===== src/rtl/e203_longp_pkg.sv =====
// ---------------------------------------------------------------------------
// e203_longp_pkg
//   Shared types and constants for the long-pipe retire scheduler.
//   longp_ent_t is the payload held for one long-pipe result while it waits
//   for its turn at the OITF head. The field widths are fixed here; the
//   scheduler's XLEN/ITAG_W parameters must match LONGP_XLEN/LONGP_ITAG_W.
// ---------------------------------------------------------------------------
package e203_longp_pkg;

    localparam int LONGP_XLEN   = 32;
    localparam int LONGP_ITAG_W = 1;

    // Source slots. The lower index wins if two entries ever match the head.
    localparam int LONGP_SRC_LSU  = 0;
    localparam int LONGP_SRC_NICE = 1;
    localparam int LONGP_SRC_NUM  = 2;

    typedef struct packed {
        logic [LONGP_XLEN-1:0]   wdat;
        logic [LONGP_ITAG_W-1:0] itag;
        logic                    err;
        logic                    buserr;
        logic [LONGP_XLEN-1:0]   badaddr;
        logic                    ld;
        logic                    st;
    } longp_ent_t;

    localparam int LONGP_ENT_W = $bits(longp_ent_t);

endpackage


===== src/rtl/e203_longp_ret_buf.sv =====
// ---------------------------------------------------------------------------
// e203_longp_ret_buf
//   One-entry holding buffer for a long-pipe result.
//   clk      in   clock, rising edge
//   rst      in   synchronous active-high reset (drops any held entry)
//   i_valid  in   upstream result valid
//   i_ready  out  accepted when empty, or when the held entry retires now
//   i_data   in   packed entry payload
//   ret      in   held entry leaves this cycle
//   full     out  an entry is held
//   o_data   out  held entry payload
// ---------------------------------------------------------------------------
module e203_longp_ret_buf
    import e203_longp_pkg::*;
#(
    parameter int W = LONGP_ENT_W
) (
    input  logic         clk,
    input  logic         rst,
    input  logic         i_valid,
    output logic         i_ready,
    input  logic [W-1:0] i_data,
    input  logic         ret,
    output logic         full,
    output logic [W-1:0] o_data
);

    localparam logic [0:0] ST_EMPTY = 1'b0;
    localparam logic [0:0] ST_FULL  = 1'b1;

    logic [0:0]   state_reg;
    logic [0:0]   state_next;
    logic [W-1:0] data_reg;
    logic [W-1:0] data_next;
    logic         accept;

    // A retiring entry frees the slot in the same cycle, so back-to-back
    // results stream without a bubble.
    assign i_ready = (state_reg == ST_EMPTY) | ret;
    assign accept  = i_valid & i_ready;

    always_comb begin
        state_next = state_reg;
        data_next  = data_reg;
        case (state_reg)
            ST_EMPTY: begin
                if (accept) begin
                    state_next = ST_FULL;
                    data_next  = i_data;
                end
            end
            ST_FULL: begin
                if (accept) begin
                    data_next = i_data;
                end else if (ret) begin
                    state_next = ST_EMPTY;
                end
            end
            default: state_next = ST_EMPTY;
        endcase
    end

    always_ff @(posedge clk) begin
        if (rst) begin
            state_reg <= ST_EMPTY;
            data_reg  <= '0;
        end else begin
            state_reg <= state_next;
            data_reg  <= data_next;
        end
    end

    assign full   = (state_reg == ST_FULL);
    assign o_data = data_reg;

endmodule


===== src/rtl/e203_exu_longp_ret_sched.sv =====
// ---------------------------------------------------------------------------
// e203_exu_longp_ret_sched
//   Retire scheduler for long-pipe (LSU, NICE) results. Each source has a
//   one-entry buffer; only the entry whose itag equals the OITF head pointer
//   may retire, steered either to regfile writeback or to the commit
//   exception port. A watchdog flags an OITF head that never returns.
//
//   clk, rst                      clock / synchronous active-high reset
//   lsu_i_*                       LSU result handshake and payload
//   nice_i_*                      NICE result handshake and payload
//   oitf_empty, oitf_ret_*        OITF head information
//   oitf_ret_ena                  pop OITF head (one pulse per retire)
//   wbck_o_*                      regfile writeback handshake and payload
//   excp_o_*                      commit exception handshake and payload
//   stall_timeout                 watchdog saturated (level)
// ---------------------------------------------------------------------------
module e203_exu_longp_ret_sched
    import e203_longp_pkg::*;
#(
    parameter int XLEN   = LONGP_XLEN,
    parameter int ITAG_W = LONGP_ITAG_W,
    parameter int WDG_W  = 8
) (
    input  logic              clk,
    input  logic              rst,

    input  logic              lsu_i_valid,
    output logic              lsu_i_ready,
    input  logic [XLEN-1:0]   lsu_i_wdat,
    input  logic [ITAG_W-1:0] lsu_i_itag,
    input  logic              lsu_i_err,
    input  logic              lsu_i_buserr,
    input  logic [XLEN-1:0]   lsu_i_badaddr,
    input  logic              lsu_i_ld,
    input  logic              lsu_i_st,

    input  logic              nice_i_valid,
    output logic              nice_i_ready,
    input  logic [XLEN-1:0]   nice_i_wdat,
    input  logic [ITAG_W-1:0] nice_i_itag,
    input  logic              nice_i_err,

    input  logic              oitf_empty,
    input  logic [ITAG_W-1:0] oitf_ret_ptr,
    input  logic [4:0]        oitf_ret_rdidx,
    input  logic              oitf_ret_rdwen,
    input  logic              oitf_ret_rdfpu,
    input  logic [XLEN-1:0]   oitf_ret_pc,
    output logic              oitf_ret_ena,

    output logic              wbck_o_valid,
    input  logic              wbck_o_ready,
    output logic [XLEN-1:0]   wbck_o_wdat,
    output logic [4:0]        wbck_o_rdidx,
    output logic              wbck_o_rdfpu,

    output logic              excp_o_valid,
    input  logic              excp_o_ready,
    output logic [XLEN-1:0]   excp_o_pc,
    output logic [XLEN-1:0]   excp_o_badaddr,
    output logic              excp_o_insterr,
    output logic              excp_o_buserr,
    output logic              excp_o_ld,
    output logic              excp_o_st,

    output logic              stall_timeout
);

    localparam logic [WDG_W-1:0] WDG_MAX = {WDG_W{1'b1}};

    longp_ent_t                 src_ent [LONGP_SRC_NUM];
    longp_ent_t                 buf_ent [LONGP_SRC_NUM];
    logic [LONGP_SRC_NUM-1:0]   src_valid;
    logic [LONGP_SRC_NUM-1:0]   src_ready;
    logic [LONGP_SRC_NUM-1:0]   src_full;
    logic [LONGP_SRC_NUM-1:0]   src_match;
    logic [LONGP_SRC_NUM-1:0]   src_ret;

    logic                       sel_lsu;
    logic                       sel_nice;
    logic                       any_sel;
    longp_ent_t                 sel_ent;
    logic                       retire;

    logic [WDG_W-1:0]           wdg_cnt_reg;
    logic [WDG_W-1:0]           wdg_cnt_next;

    // NICE carries no address or bus fault information; those fields are 0.
    assign src_ent[LONGP_SRC_LSU] = '{
        wdat:    lsu_i_wdat,
        itag:    lsu_i_itag,
        err:     lsu_i_err,
        buserr:  lsu_i_buserr,
        badaddr: lsu_i_badaddr,
        ld:      lsu_i_ld,
        st:      lsu_i_st
    };
    assign src_ent[LONGP_SRC_NICE] = '{
        wdat:    nice_i_wdat,
        itag:    nice_i_itag,
        err:     nice_i_err,
        buserr:  1'b0,
        badaddr: '0,
        ld:      1'b0,
        st:      1'b0
    };

    assign src_valid[LONGP_SRC_LSU]  = lsu_i_valid;
    assign src_valid[LONGP_SRC_NICE] = nice_i_valid;
    assign lsu_i_ready  = src_ready[LONGP_SRC_LSU];
    assign nice_i_ready = src_ready[LONGP_SRC_NICE];

    generate
        for (genvar gi = 0; gi < LONGP_SRC_NUM; gi++) begin : g_src
            logic [LONGP_ENT_W-1:0] buf_q;

            e203_longp_ret_buf #(
                .W (LONGP_ENT_W)
            ) u_buf (
                .clk     (clk),
                .rst     (rst),
                .i_valid (src_valid[gi]),
                .i_ready (src_ready[gi]),
                .i_data  (src_ent[gi]),
                .ret     (src_ret[gi]),
                .full    (src_full[gi]),
                .o_data  (buf_q)
            );

            assign buf_ent[gi] = longp_ent_t'(buf_q);

            // Entries only ever leave at the OITF head; a non-matching tag
            // simply waits. Nothing is offered while reset is asserted so a
            // reset never produces a retire pulse.
            assign src_match[gi] = src_full[gi] & ~oitf_empty & ~rst &
                                   (buf_ent[gi].itag == oitf_ret_ptr);
        end
    endgenerate

    // Two entries matching the head is illegal; LSU takes priority and NICE
    // keeps its entry.
    assign sel_lsu  = src_match[LONGP_SRC_LSU];
    assign sel_nice = src_match[LONGP_SRC_NICE] & ~src_match[LONGP_SRC_LSU];
    assign any_sel  = sel_lsu | sel_nice;
    assign sel_ent  = sel_lsu ? buf_ent[LONGP_SRC_LSU] : buf_ent[LONGP_SRC_NICE];

    // Faults go to the exception port, register writers to writeback, and
    // instructions with neither retire as soon as they are selected.
    always_comb begin
        retire = 1'b0;
        if (any_sel) begin
            if (sel_ent.err) begin
                retire = excp_o_ready;
            end else if (oitf_ret_rdwen) begin
                retire = wbck_o_ready;
            end else begin
                retire = 1'b1;
            end
        end
    end

    assign src_ret[LONGP_SRC_LSU]  = retire & sel_lsu;
    assign src_ret[LONGP_SRC_NICE] = retire & sel_nice;
    assign oitf_ret_ena = retire;

    // Payloads are forced to zero whenever the matching valid is low.
    assign wbck_o_valid = any_sel & ~sel_ent.err & oitf_ret_rdwen;
    assign wbck_o_wdat  = wbck_o_valid ? sel_ent.wdat   : '0;
    assign wbck_o_rdidx = wbck_o_valid ? oitf_ret_rdidx : 5'd0;
    assign wbck_o_rdfpu = wbck_o_valid & oitf_ret_rdfpu;

    assign excp_o_valid   = any_sel & sel_ent.err;
    assign excp_o_pc      = excp_o_valid ? oitf_ret_pc     : '0;
    assign excp_o_badaddr = excp_o_valid ? sel_ent.badaddr : '0;
    assign excp_o_insterr = excp_o_valid & sel_nice;
    assign excp_o_buserr  = excp_o_valid & sel_ent.buserr;
    assign excp_o_ld      = excp_o_valid & sel_ent.ld;
    assign excp_o_st      = excp_o_valid & sel_ent.st;

    // Watchdog counts cycles where the OITF has a head that is not retiring.
    always_comb begin
        wdg_cnt_next = wdg_cnt_reg;
        if (oitf_empty | retire) begin
            wdg_cnt_next = '0;
        end else if (wdg_cnt_reg != WDG_MAX) begin
            wdg_cnt_next = wdg_cnt_reg + 1'b1;
        end
    end

    always_ff @(posedge clk) begin
        if (rst) begin
            wdg_cnt_reg <= '0;
        end else begin
            wdg_cnt_reg <= wdg_cnt_next;
        end
    end

    assign stall_timeout = (wdg_cnt_reg == WDG_MAX);

endmodule


===== config.mk =====
export PLATFORM = sky130hd
export DESIGN_NAME = e203_exu_longp_ret_sched
export DESIGN_NICKNAME = d
export VERILOG_FILES = /design/src/rtl/e203_longp_pkg.sv /design/src/rtl/e203_longp_ret_buf.sv /design/src/rtl/e203_exu_longp_ret_sched.sv
export SDC_FILE = /design/constraint.sdc
export NUM_CORES = 1
export LEC_CHECK = 0
export ABC_AREA = 1
export BUFFER_PORTS_ARGS = -buffer_cell sky130_fd_sc_hd__buf_2
export CORE_MARGIN = 5
export CORE_UTILIZATION = 25
export DETAILED_ROUTE_END_ITERATION = 12
export GPL_ROUTABILITY_DRIVEN = 0
export GPL_TIMING_DRIVEN = 0
export PLACE_DENSITY_LB_ADDON = 0.08
export RECOVER_POWER = 50
export SYNTH_ARGS = -nofsm -noshare
export SYNTH_HDL_FRONTEND = slang
export SYNTH_HIERARCHICAL = 1
export SYNTH_SLANG_ARGS = --single-unit

===== constraint.sdc =====
create_clock -name clk -period 2.05 [get_ports clk]
set_input_delay 0.3075 -clock clk [delete_from_list [all_inputs] [get_ports clk]]
set_output_delay 0.3075 -clock clk [all_outputs]
set_load 0.01 [all_outputs]

==> Word-level counts from Yosys, hierarchy flattened <==
Index checks and enable logic that the tools add are counted.
{ "classes": {"n_mux": 18, "n_bitwise": 29, "addsub": 1, "n_reduce_logical": 1, "n_eq_ne": 4} }
{ "op_table": {"columns": ["op", "count"], "rows": [
  ["$mux W69", 3],
  ["$mux W32", 3],
  ["$and A1 B1 Y1", 19],
  ["$mux W1", 9],
  ["$add A8 B1 Y8 const B", 1],
  ["$eq A8 B8 Y1 const B", 1],
  ["$ne A8 B8 Y1 const B", 1],
  ["$not A1 Y1", 6],
  ["$mux W5", 1],
  ["$or A1 B1 Y1", 4],
  ["$pmux W1 S2", 2],
  ["$eq A1 B1 Y1", 2],
  ["$reduce_or A2 Y1", 1]
]} }
{ "word_totals": {"reg_bits": 148, "input_bits": 150} }

==> Depth between registers and ports, before layout <==
Gate-level depths: netlist of run 1.
{ "logic_depth": {"ltp_word": 13, "ltp_mapped": 17, "ltp_nobuf": 15} }

==> Cells and area by module <==
Netlist of run 1, hierarchy kept.
{ "modules_own_cells": {"columns": ["module", "instances", "area_each_um2", "cells_each", "seq_area_each_um2"], "rows": [
  ["e203_longp_ret_buf", 2, 3080.5, 457, 1401.3],
  ["e203_exu_longp_ret_sched", 1, 1986.9, 399, 160.2]
]} }

==> Worst setup path after synthesis of run 1 <==
Ideal clock, no wire load.
{ "synth_path": {"kind": "input-to-output", "start": "in oitf_empty", "end": "out lsu_i_ready", "slack_ns": 0.223, "required_time_ns": 1.742, "path_stages": 13, "arrival_time_ns": 1.519, "n_path_buf": 2, "cell_sequence": "inv_2 > nand2_1 > nor2_4 > nand2_4 > nand2_2 > nand3_1 > nand2_1 > inv_1 > nor2_1 > inv_1 > nand2_2 > buf_6 > buf_4"} }
{ "synth_via": {"elab_chain_len": 10, "elab_cells_between_ends": 15, "classes_between": "3 x mux; 12 x bitwise"} }
{ "synth_rtl": {"columns": ["item", "line", "source"], "rows": [
  ["start, declared", "e203_exu_longp_ret_sched.sv:43", "input logic oitf_empty,"],
  ["$not A1 Y1 *", "e203_exu_longp_ret_sched.sv:135", "assign src_match[gi] = src_full[gi] & ~oitf_empty & ~rst &"],
  ["$and A1 B1 Y1 (3 in series)", "e203_exu_longp_ret_sched.sv:135", null],
  ["$not A1 Y1", "e203_exu_longp_ret_sched.sv:143", "assign sel_nice = src_match[LONGP_SRC_NICE] & ~src_match[LONGP_SRC_LSU];"],
  ["$and A1 B1 Y1", "e203_exu_longp_ret_sched.sv:143", null],
  ["$or A1 B1 Y1", "e203_exu_longp_ret_sched.sv:144", "assign any_sel = sel_lsu | sel_nice;"],
  ["$mux W1 *", "e203_exu_longp_ret_sched.sv:151", "if (any_sel) begin"],
  ["named net oitf_ret_ena", "e203_exu_longp_ret_sched.sv:49", "output logic oitf_ret_ena,"],
  ["$and A1 B1 Y1 *", "e203_exu_longp_ret_sched.sv:162", "assign src_ret[LONGP_SRC_LSU] = retire & sel_lsu;"],
  ["named net src_ret[0]", "e203_exu_longp_ret_sched.sv:77", "logic [LONGP_SRC_NUM-1:0] src_ret;"],
  ["$or A1 B1 Y1 *", "e203_longp_ret_buf.sv:39", "assign i_ready = (state_reg == ST_EMPTY) | ret;"],
  ["end, declared", "e203_exu_longp_ret_sched.sv:28", "output logic lsu_i_ready,"]
]} }
Mark *: on every way through the listed nets, which the timed path passes. The rest lies on a longest branch.

==> Worst setup path after layout of run 1 <==
{ "layout_path": {"start": "reg g_src[0].u_buf.state_reg", "end": "out wbck_o_wdat[23]"} }
{ "layout_via": {"elab_chain_len": 9, "elab_cells_between_ends": 11, "classes_between": "2 x mux; 9 x bitwise"} }
{ "layout_rtl": {"columns": ["item", "line", "source"], "rows": [
  ["start, declared", "e203_longp_ret_buf.sv:31", "logic [0:0] state_reg;"],
  ["start signal, assigned", "e203_longp_ret_buf.sv:68", "state_reg <= state_next;"],
  ["$and A1 B1 Y1 * (3 in series)", "e203_exu_longp_ret_sched.sv:135", null],
  ["$not A1 Y1", "e203_exu_longp_ret_sched.sv:143", null],
  ["$and A1 B1 Y1", "e203_exu_longp_ret_sched.sv:143", null],
  ["$or A1 B1 Y1", "e203_exu_longp_ret_sched.sv:144", null],
  ["$and A1 B1 Y1 (2 in series)", "e203_exu_longp_ret_sched.sv:167", "assign wbck_o_valid = any_sel & ~sel_ent.err & oitf_ret_rdwen;"],
  ["$mux W32 *", "e203_exu_longp_ret_sched.sv:168", "assign wbck_o_wdat = wbck_o_valid ? sel_ent.wdat : '0;"],
  ["end, declared", "e203_exu_longp_ret_sched.sv:53", "output logic [XLEN-1:0] wbck_o_wdat,"]
]} }
Every way passes the cells marked *; elsewhere a longest branch is shown, timed or not.

==> Flow_metrics.wiki, run 1 <==
{| class="wikitable"
! Metric !! Value
|-
| Result of the run || finished, violations left
|-
| Violations in the final reports || setup timing
|-
| Core box area || approximately 0.032 mm^2
|-
| CP startpoint kind || register
|-
| Synthesized-area fraction occupied by and/or/nand/nor cells || 33.4%
|-
| Number of antenna diodes || 0
|-
| Critical Setup Path Class || reg -> out
|-
| TritonCTS clock tree || built
|-
| Area occupied by multi-input gates || a little over 0.005 mm^2
|-
| Final Max Tran Viols || 0
|-
| Fin Hold WS || 0.172 ns
|-
| Post-route cell area || ~0.013 mm^2
|-
| Drt first-iter violations || between 400 and 500
|-
| CTS H-tree lvls || 4
|-
| Number of remaining DRC errors || 0
|-
| Synth Area in Adders || less than 1%
|-
| Highest routing layer actually used || met4
|-
| Length of the first detailed-routing pass in iterations || 4
|-
| Highest net fanout along the worst path || 7
|-
| Mux share of post-synthesis cell area || 0%
|-
| Clock latency at the later pin of the worst-skew pair || ~0.43 ns
|-
| Syn Std Cell Area || 0.00815 mm^2
|-
| Register area || around 0.0030 mm^2
|-
| Number of instances in the synthesized netlist || roughly 1300
|-
| Antenna violations before repair || 0
|-
| Setup repair after global routing missed its margin || yes
|-
| Routed wire per std cell || 15.4 um
|-
| Pleak || approximately 6.3 nW
|-
| Largest net degree at the start of global routing || 17
|-
| Fraction of layout cells with a size suffix above 1 || between 30% and 40%
|-
| Final period demand of the worst path || 2.38 ns
|-
| Initial Util || between 20% and 30%
|-
| TritonCTS sink count || 148
|-
| F_max || about 0.42 GHz
|-
| Sequential cell area fraction in the yosys report || around 36%
|-
| Clock Skews || approximately 0.0097 ns
|-
| Via Count || 9146
|-
| Clk pin slew, worst setup/hold paths || roughly 0.06 ns
|-
| All-layer global routing usage || between 10% and 20%
|-
| Routed wire length on met2 || 15700 um
|-
| Number of flip-flops under the largest register name || roughly 140
|-
| Category of the worst setup path capture point || output port
|-
| Final count of negative-setup-slack endpoints || 180
|-
| Via count of the first global-routing pass || 8987
|-
| Die Footprint || about 0.036 mm^2
|-
| Detailed placement HPWL || around 23000 um
|-
| Areal power density over the cells || about 640 mW/mm^2
|-
| Global-route wire length before repair || slightly below 50000 um
|-
| Num CTS Buffers || 17
|-
| Synth warn || 6
|-
| Final hold viol count || 0
|-
| Main combinational cell family by area after synthesis || simple AND/OR/NAND/NOR gates
|-
| Distinct cells, synth || 24
|-
| Worst reg2reg path endpoint || g_src[1].u_buf/o_data[14]
|-
| Worst slew margin relative to its limit || a little over three fifths
|-
| Number of cell instances on the worst register-to-register path || 18
|-
| Number of placement rows || 66
|-
| Commonest non-fill, non-tap cell in the layout || buf_2
|-
| Nets || between 1500 and 2000
|-
| WL met1 || 15100 um
|-
| Total Routed Length || 32800 um
|-
| Leftover overflow at the end of global routing || 0
|-
| Post-synthesis compound-gate area fraction || about an eighth
|-
| Die span in x || 191 um
|-
| Share of the synthesized netlist area taken by xor and xnor gates || less than 1%
|-
| Max Cap Violations || 0
|-
| Cell area reported after detailed placement || 0.0101 mm^2
|-
| Data required, critical path || around 1.7 ns
|-
| Ports placed on the boundary || between 200 and 300
|-
| Area grow syn2layout || 62.5%
|-
| Arrival time at the worst endpoint || approximately 2.1 ns
|-
| Number of antenna-violating nets in the routed design || 0
|-
| Worst hold path stage count || 2
|-
| Sum Neg Setup Slack || -35.16 ns
|-
| Endpoint, Worst Hold || g_src[0].u_buf/full
|-
| Number of flip-flops and latches in the synthesized netlist || 148
|-
| Avg Synthesized Cell Area || between 6 and 7 um^2
|-
| Worst hold start || rst
|-
| Post-detailed-route via-to-cell ratio || 4.29
|-
| Worst setup slack after layout || -0.330 ns
|-
| Die Y || between 150 and 200 um
|-
| Worst hold path type || in -> reg
|-
| Fillcell total || 3486
|-
| Worst slew pin tran || roughly 0.55 ns
|-
| Ratio of final minimum period to clock period || 116%
|-
| Worst ir drop on vdd || between 500 and 600 uV
|-
| Most used cells in the layout excluding fill and tap cells || buf_2 (269), nand2_1 (210), nor2_1 (192)
|-
| Launch point of the worst reg-to-reg path || g_src[0].u_buf/full
|-
| Master cell of the clock root buffer || clkbuf_16
|-
| Register-to-register setup slack || -0.19 ns
|-
| Routed length on met3 || roughly 1400 um
|-
| Largest buffer count on any clock path || 2
|-
| I/O Buffers || ~260
|}
## how the worst max path moves through the flow
stage,from,end
floorplan,oitf_empty,lsu_i_ready
global placement,oitf_ret_ptr,lsu_i_ready
detailed placement,oitf_ret_ptr,lsu_i_ready
CTS,g_src[0].u_buf/full,lsu_i_ready
global route,g_src[0].u_buf/full,nice_i_ready
finish,g_src[0].u_buf/full,wbck_o_wdat[23]
## cell type report
type	instances	area share, %
clock buffers	19	3.42
clock inverters	12	1.27
plain buffers	104	8.05
flip-flops and latches	148	22.4
repair buffers	313	16.9
well taps	442	4.18
multi-input cells	894	38.1
inverters	199	5.68
## through the flow
stage / utilization (%) / cells / setup WS (ns) / power [mW]
after floorplan: - / 1347 / 0.223 / 4.07
after global placement: 31.3 / 2048 / -0.542 / 4.53
after detailed placement: 31.3 / 2048 / -0.572 / 4.54
after CTS: 36.3 / 2105 / -0.364 / 8.14
after global routing: 40.9 / 2131 / -0.415 / 8.88
final: 40.9 / 2131 / -0.330 / 8.44
## where the power goes
| part | internal, mW | switching (mW) |
|---|---|---|
| Sequential | 3.10 | 0.143 |
| Combinational | 0.829 | 0.977 |
| Clock | 2.00 | 1.40 |
## timing repair
action,CTS,global route
hold buffers,0,0
cloned,3,16
buffers inserted,25,13
resized for setup,195,243
pin swaps,12,37
endpoints found under the setup margin,252,252
## critical path, cell delays in order, from the launching register on
cell	delay, ns
dfxtp_2	0.33
nand2_2	0.06
nor2_4	0.21
nand2_8	0.13
nand2_8	0.11
buf_12	0.11
nand3_4	0.11
buf_12	0.17
buf_12	0.13
a21oi_4	0.12
buf_2	0.14
## layer usage
layer / GRT usage, % / up-vias
li1: - / 4797
met1: 23.1 / 4146
met2: 27.7 / 174
met3: 3.35 / 29
met4: 4.94 / 0
met5: 0 / -
## synthesized netlist by cell type
library cell	count	share of area, %
nand4_1	1	0.077
a21oi_2	10	1.1
inv_1	195	9.0
ha_1	1	0.15
buf_4	7	0.64
nor2_4	1	0.14
inv_2	3	0.14
xnor2_1	1	0.11
buf_2	65	4.0
dfxtp_1	148	36
nor3_1	1	0.061
nand3_1	213	13
nor2_1	198	9.1
nand3_2	1	0.12
buf_1	2	0.092
a21oi_1	197	12
buf_6	7	0.97
nand2_4	1	0.14
clkinv_1	1	0.046
nand2_1	221	10
clkbuf_1	25	1.2
xor2_1	7	0.75
conb_1	1	0.046
nand2_2	6	0.46
## kinds of logic (layout without fill, tap and decap cells)
logic type	after synthesis	count (layout)
fa+ha+maj	1	1
xor+xnor	8	8
buf+inv	305	647
other cells	1	35
flops	148	148
simple gates	643	643
compound gates	207	207
(Power assumes the default switching activity.)
==> run 2: changes to the inputs <==
SETUP_SLACK_MARGIN = 0.4   (was not set)
==> Flow_metrics.wiki, run 2 (synthesis results as in run 1) <==
{| class="wikitable"
! Metric !! Value
|-
| Result of the run || finished, violations left
|-
| Violations in the final reports || setup timing
|-
| Launch point of the worst reg-to-reg path || g_src[0].u_buf/full
|-
| I/O Buffers || about 260
|-
| Detailed placement HPWL || between 20000 and 25000 um
|-
| Clock power share || between 40% and 50%
|-
| Final hold viol count || 0
|-
| Number of placement rows || 66
|-
| Final count of negative-setup-slack endpoints || 200
|-
| Via Count || between 9000 and 10000
|-
| Ratio of final minimum period to clock period || 115%
|-
| Area grow syn2layout || 60.6%
|-
| CP startpoint kind || register
|-
| Global-route wire length before repair || between 40000 and 50000 um
|-
| Worst hold path type || in -> reg
|-
| TritonCTS sink count || roughly 150
|-
| Worst setup slack after layout || -0.299 ns
|-
| Master cell of the clock root buffer || clkbuf_16
|-
| Int Power || between 6 and 7 mW
|-
| Number of flip-flops under the largest register name || 138
|-
| Worst path slowest cell || dfxtp_2
|-
| Fillcell total || around 3600
|-
| Max Cap Violations || 0
|-
| Worst slew margin relative to its limit || around 64%
|-
| Pleak || between 6 and 7 nW
|-
| Most used cells in the layout excluding fill and tap cells || buf_2 (240), nand2_1 (214), nand3_1 (207)
|-
| Initial Util || 25.2%
|-
| Largest net degree at the start of global routing || 17
|-
| Routed wire per std cell || approximately 15 um
|-
| Worst reg2reg path endpoint || g_src[1].u_buf/o_data[63]
|-
| Setup repair after global routing missed its margin || yes
|-
| Core box area || around 0.032 mm^2
|-
| F_max || 0.426 GHz
|-
| Net load switching power || between 2 and 2.5 mW
|-
| Final period demand of the worst path || 2.35 ns
|-
| Fraction of layout cells with a size suffix above 1 || roughly a third
|-
| All-layer global routing usage || approximately 17%
|-
| Fin Hold WS || just under 0.2 ns
|-
| Register-to-register setup slack || -0.10 ns
|-
| Worst hold start || rst
|-
| Leftover overflow at the end of global routing || 0
|-
| CP Cell Sequence || nand2_2 -> nor2_4 -> buf_12 -> nand2_8 -> nand2_4 -> nand2_4 -> buf_12 -> nand2_8 -> buf_12 -> clkbuf_16 -> nor2_1 -> buf_2
|-
| Worst ir drop on vdd || ~520 uV
|-
| Number of remaining DRC errors || 0
|-
| Commonest non-fill, non-tap cell in the layout || buf_2
|-
| CTS H-tree lvls || 4
|-
| Die Footprint || between 0.03 and 0.04 mm^2
|-
| Ports placed on the boundary || ~260
|-
| Antenna violations before repair || 1
|-
| Worst slew pin tran || about 0.54 ns
|-
| Number of cell instances on the worst register-to-register path || 18
|-
| Arrival time at the worst endpoint || around 2.0 ns
|-
| TritonCTS clock tree || built
|-
| Overall power || ~8.5 mW
|-
| Count of hold buffers inserted by post-cts repair || 0
|-
| Highest net fanout along the worst path || 8
|-
| Clock latency at the later pin of the worst-skew pair || approximately 0.42 ns
|-
| Worst stage delay on the critical path || ~0.33 ns
|-
| Areal power density over the cells || between 600 and 700 mW/mm^2
|-
| Post-detailed-route via-to-cell ratio || approximately 4.3
|-
| Length of the first detailed-routing pass in iterations || 5
|-
| Drt first-iter violations || approximately 520
|-
| Timing endpoint of the critical path || excp_o_pc[28]
|-
| Number of antenna diodes || 0
|-
| Category of the worst setup path capture point || output port
|-
| Via count of the first global-routing pass || approximately 8700
|-
| Post-layout util || approximately two fifths
|-
| Total Routed Length || approximately 33000 um
|-
| Number of antenna-violating nets in the routed design || 0
|-
| Most frequent CP cell || buf_12
|-
| Clock Skews || about 0.013 ns
|-
| Die span in x || approximately 190 um
|-
| Num CTS Buffers || 17
|-
| Fraction of power spent switching nets || between 20% and 30%
|-
| Crit path from || g_src[0].u_buf/full
|-
| Die Y || between 150 and 200 um
|-
| Critical Setup Path Class || reg -> out
|-
| Sequential share of power || about 38%
|-
| Nets || approximately 1800
|-
| Largest buffer count on any clock path || 2
|-
| Combinational share of power || ~20%
|-
| Final Max Tran Viols || 0
|-
| Data required, critical path || around 1.7 ns
|-
| Clk pin slew, worst setup/hold paths || 0.06 ns
|}
-- run 2: critical path: cells and delay by family (launching register included) --
kind / cells / cell delay, ns
DFF: 1 / 0.33
buffers and inverters: 5 / 0.72
and+or+nand+nor: 7 / 0.56
-- run 2: worst min-delay path by stage --
stage	end	slack (ns)	depth (start not counted)
after floorplan	g_src[0].u_buf/full	0.37	1
after global placement	g_src[1].u_buf/o_data[57]	0.46	2
after detailed placement	g_src[0].u_buf/o_data[59]	0.47	2
after CTS	g_src[0].u_buf/full	0.17	2
after global routing	g_src[0].u_buf/full	0.20	2
final	g_src[0].u_buf/full	0.20	2
-- run 2: final cells by class --
cell class	count	area, um^2	area share [%]
Buffer	106	1010	7.76
Multi-Input combinational cell	894	4890	37.4
Clock inverter	12	228	1.74
Timing Repair Buffer	300	2240	17.1
Tap cell	442	553	4.23
Sequential cell	148	2970	22.7
Inverter	199	757	5.79
Clock buffer	18	429	3.28
-- run 2: what timing repair did --
item | 4_1_cts | 5_1_grt
setup buffers | 17 | 9
gates resized for setup | 116 | 270
endpoints found under the setup margin | 260 | 256
pin swaps | 11 | 8
gates cloned | 1 | 14
-- run 2: power by group through the flow --
stage | logic [mW] | registers, mW | clock network (mW)
2_1_floorplan | 0.849 | 3.24 | 0
3_3_place_gp | 1.28 | 3.27 | 0
3_5_place_dp | 1.29 | 3.27 | 0
4_1_cts | 1.40 | 3.21 | 3.68
5_1_grt | 1.88 | 3.25 | 3.80
6_report | 1.68 | 3.23 | 3.62
-- run 2: routing by layer --
layer  vias to the layer above  track usage, %  wire, um
met5                         -               0        11
met4                         2            3.15       204
met3                        13            2.89      1340
met2                       198            27.4     15300
met1                      4143            23.5     15700
li1                       4781               -         -
-- run 2: per-stage QoR --
step / std cells / instance area (um^2) / setup TNS [ns] / worst slack, ns
3_3_place_gp: 2048 / 10200 / -61.84 / -0.502
6_report: 2119 / 13100 / -26.25 / -0.299
5_1_grt: 2119 / 13100 / -53.31 / -0.388
2_1_floorplan: 1347 / 8360 / 0 / 0.305
3_5_place_dp: 2048 / 10200 / -61.52 / -0.501
4_1_cts: 2096 / 11500 / -20.02 / -0.290
==> run 3: changes to the inputs <==
REMOVE_ABC_BUFFERS = 1   (was not set)
==> Flow_metrics.wiki, run 3 (synthesis results as in run 1) <==
{| class="wikitable"
! Metric !! Value
|-
| Die Y || 191 um
|-
| Worst slew pin tran || approximately 0.9 ns
|-
| Fraction of power spent switching nets || between 30% and 40%
|-
| Worst reg2reg path endpoint || g_src[1].u_buf/o_data[53]
|-
| Worst hold path stage count || 5
|-
| Ratio of final minimum period to clock period || 117%
|-
| Detailed placement HPWL || ~16000 um
|-
| Master cell of the clock root buffer || clkbuf_16
|-
| Largest buffer count on any clock path || 2
|-
| Post-detailed-route via-to-cell ratio || between 4 and 5
|-
| Clk pin slew, worst setup/hold paths || about 0.07 ns
|-
| Cell area reported after detailed placement || about 0.01 mm^2
|-
| Num CTS Buffers || 17
|-
| Sequential share of power || a little under two fifths
|-
| TritonCTS sink count || 148
|-
| Nets || ~1800
|-
| Die span in x || 191 um
|-
| Fin Hold WS || 0.186 ns
|-
| Int Power || 5.85 mW
|-
| Via count of the first global-routing pass || 8640
|-
| Core box area || approximately 0.032 mm^2
|-
| Final count of negative-setup-slack endpoints || between 200 and 300
|-
| Final Max Tran Viols || 0
|-
| Placed Cells || 1952
|-
| CTS H-tree lvls || 4
|-
| Number of flip-flops under the largest register name || approximately 140
|-
| CP startpoint kind || register
|-
| Endpoint, Worst Hold || g_src[0].u_buf/o_data[10]
|-
| Ports placed on the boundary || roughly 260
|-
| Antenna violations before repair || 1
|-
| Number of cell instances on the worst register-to-register path || 17
|-
| F_max || ~0.42 GHz
|-
| Overall power || between 8 and 9 mW
|-
| Clock latency at the later pin of the worst-skew pair || 0.43 ns
|-
| Final period demand of the worst path || between 2 and 2.5 ns
|-
| Final hold viol count || 0
|-
| Commonest non-fill, non-tap cell in the layout || buf_2
|-
| Data required, critical path || around 1.7 ns
|-
| Global-route wire length before repair || between 50000 and 60000 um
|-
| Number of placement rows || 66
|-
| Number of cells in the finished layout apart from fillers || slightly above 2000
|-
| Length of the first detailed-routing pass in iterations || 7
|-
| Launch point of the worst reg-to-reg path || g_src[0].u_buf/full
|-
| Worst hold path type || in -> reg
|-
| Worst ir drop on vdd || 563 uV
|-
| Met3 Usage GRT || 2.82%
|-
| Critical Setup Path Class || reg -> out
|-
| TritonCTS clock tree || built
|-
| All-layer global routing usage || a little over a fifth
|-
| Violations in the final reports || setup timing
|-
| I/O Buffers || 261
|-
| Die Footprint || about 0.036 mm^2
|-
| Fraction of layout cells with a size suffix above 1 || a little under a third
|-
| Leftover overflow at the end of global routing || 0
|-
| Result of the run || finished, violations left
|-
| Number of antenna-violating nets in the routed design || 0
|-
| Worst slew margin relative to its limit || between 30% and 40%
|-
| M1 GR Usage || between 20 and 30%
|-
| Highest net fanout along the worst path || 6
|-
| Worst setup slack after layout || -0.345 ns
|-
| Total Routed Length || ~42000 um
|-
| Combinational share of power || between 20% and 30%
|-
| Post-route cell area || about 0.012 mm^2
|-
| Arrival time at the worst endpoint || approximately 2.1 ns
|-
| Drt first-iter violations || about 480
|-
| Largest net degree at the start of global routing || 93
|-
| Met2 usage in global routing || between 30% and 40%
|-
| Worst hold start || lsu_i_badaddr[8]
|-
| Most used cells in the layout excluding fill and tap cells || buf_2 (252), nand2_1 (215), nand3_1 (204)
|-
| Number of remaining DRC errors || 0
|-
| Global route hottest layer || met2
|-
| Pleak || 5.93 nW
|-
| Register-to-register setup slack || -0.30 ns
|-
| Area grow syn2layout || 51.0%
|-
| Net load switching power || 2.55 mW
|-
| Clock power share || around two fifths
|-
| Via Count || about 9500
|-
| Category of the worst setup path capture point || output port
|-
| Max Cap Violations || 0
|-
| Initial Util || 25.2%
|-
| Clock Skews || about 0.011 ns
|-
| Routed wire per std cell || 20.5 um
|-
| Areal power density over the cells || approximately 680 mW/mm^2
|-
| Setup repair after global routing missed its margin || yes
|}
run 3: worst max-delay path, stage by stage (launching register included):
cell     delay, ns
dfxtp_4       0.36
nand2_4       0.05
nor2_4        0.20
buf_16        0.16
nand2_8       0.08
nand2_4       0.10
nand2_8       0.08
nand3_2       0.10
nand2_2       0.06
inv_2         0.08
nor2_4        0.05
inv_4         0.09
nand2_8       0.08
buf_6         0.17
run 3: power groups by stage:
stage	Sequential, mW	Clock (mW)	Combinational (mW)
2_1_floorplan	3.24	0	0.691
3_3_place_gp	3.26	0	1.16
3_5_place_dp	3.27	0	1.19
4_1_cts	3.20	3.54	1.61
5_1_grt	3.24	3.63	1.90
6_report	3.21	3.45	1.73
run 3: what timing repair did:
item | 4_1_cts | 5_1_grt
pin swaps | 18 | 14
cloned | 29 | 15
hold buffers | 0 | 0
hold endpoints to repair | 0 | 0
resized for setup | 103 | 69
setup buffers | 39 | 5
endpoints found under the setup margin | 260 | 260
run 3: final cells by class:
cell class	instances	area, um^2
diodes	1	2.50
clock buffers	21	470
clock inverters	9	153
fillers	3622	20100
inverters	199	757
multi-input cells	932	5090
flip-flops and latches	148	2970
well taps	442	553
repair buffers	319	2310
run 3: layer usage:
metal / vias to the layer above / wire length [um] / part of all wire [%]
met5: - / 0 / 0
met4: 0 / 657 / 1.6
met3: 32 / 1560 / 3.7
met2: 224 / 19400 / 46
met1: 4487 / 20800 / 49
li1: 4738 / - / -
run 3: worst max-delay path by stage:
stage | startpoint | slack (ns) | cells past startpoint | end
detailed placement | oitf_empty | -2.22 | 10 | wbck_o_wdat[17]
global placement | oitf_empty | -5.08 | 13 | lsu_i_ready
global route | g_src[0].u_buf/full | -0.41 | 10 | wbck_o_wdat[30]
CTS | g_src[0].u_buf/full | -0.37 | 12 | lsu_i_ready
floorplan | oitf_empty | -2.03 | 14 | g_src[0].u_buf/o_data[0]
finish | g_src[0].u_buf/full | -0.35 | 13 | lsu_i_ready
run 3: stage by stage:
step           worst slack, ns  setup TNS (ns)  utilization (%)
2_1_floorplan            -2.03         -413.49                -
3_3_place_gp             -5.08        -1080.91             29.6
3_5_place_dp             -2.22         -456.83             30.4
4_1_cts                 -0.369          -66.66             36.3
5_1_grt                 -0.406          -77.25             38.0
6_report                -0.345          -59.65             38.0
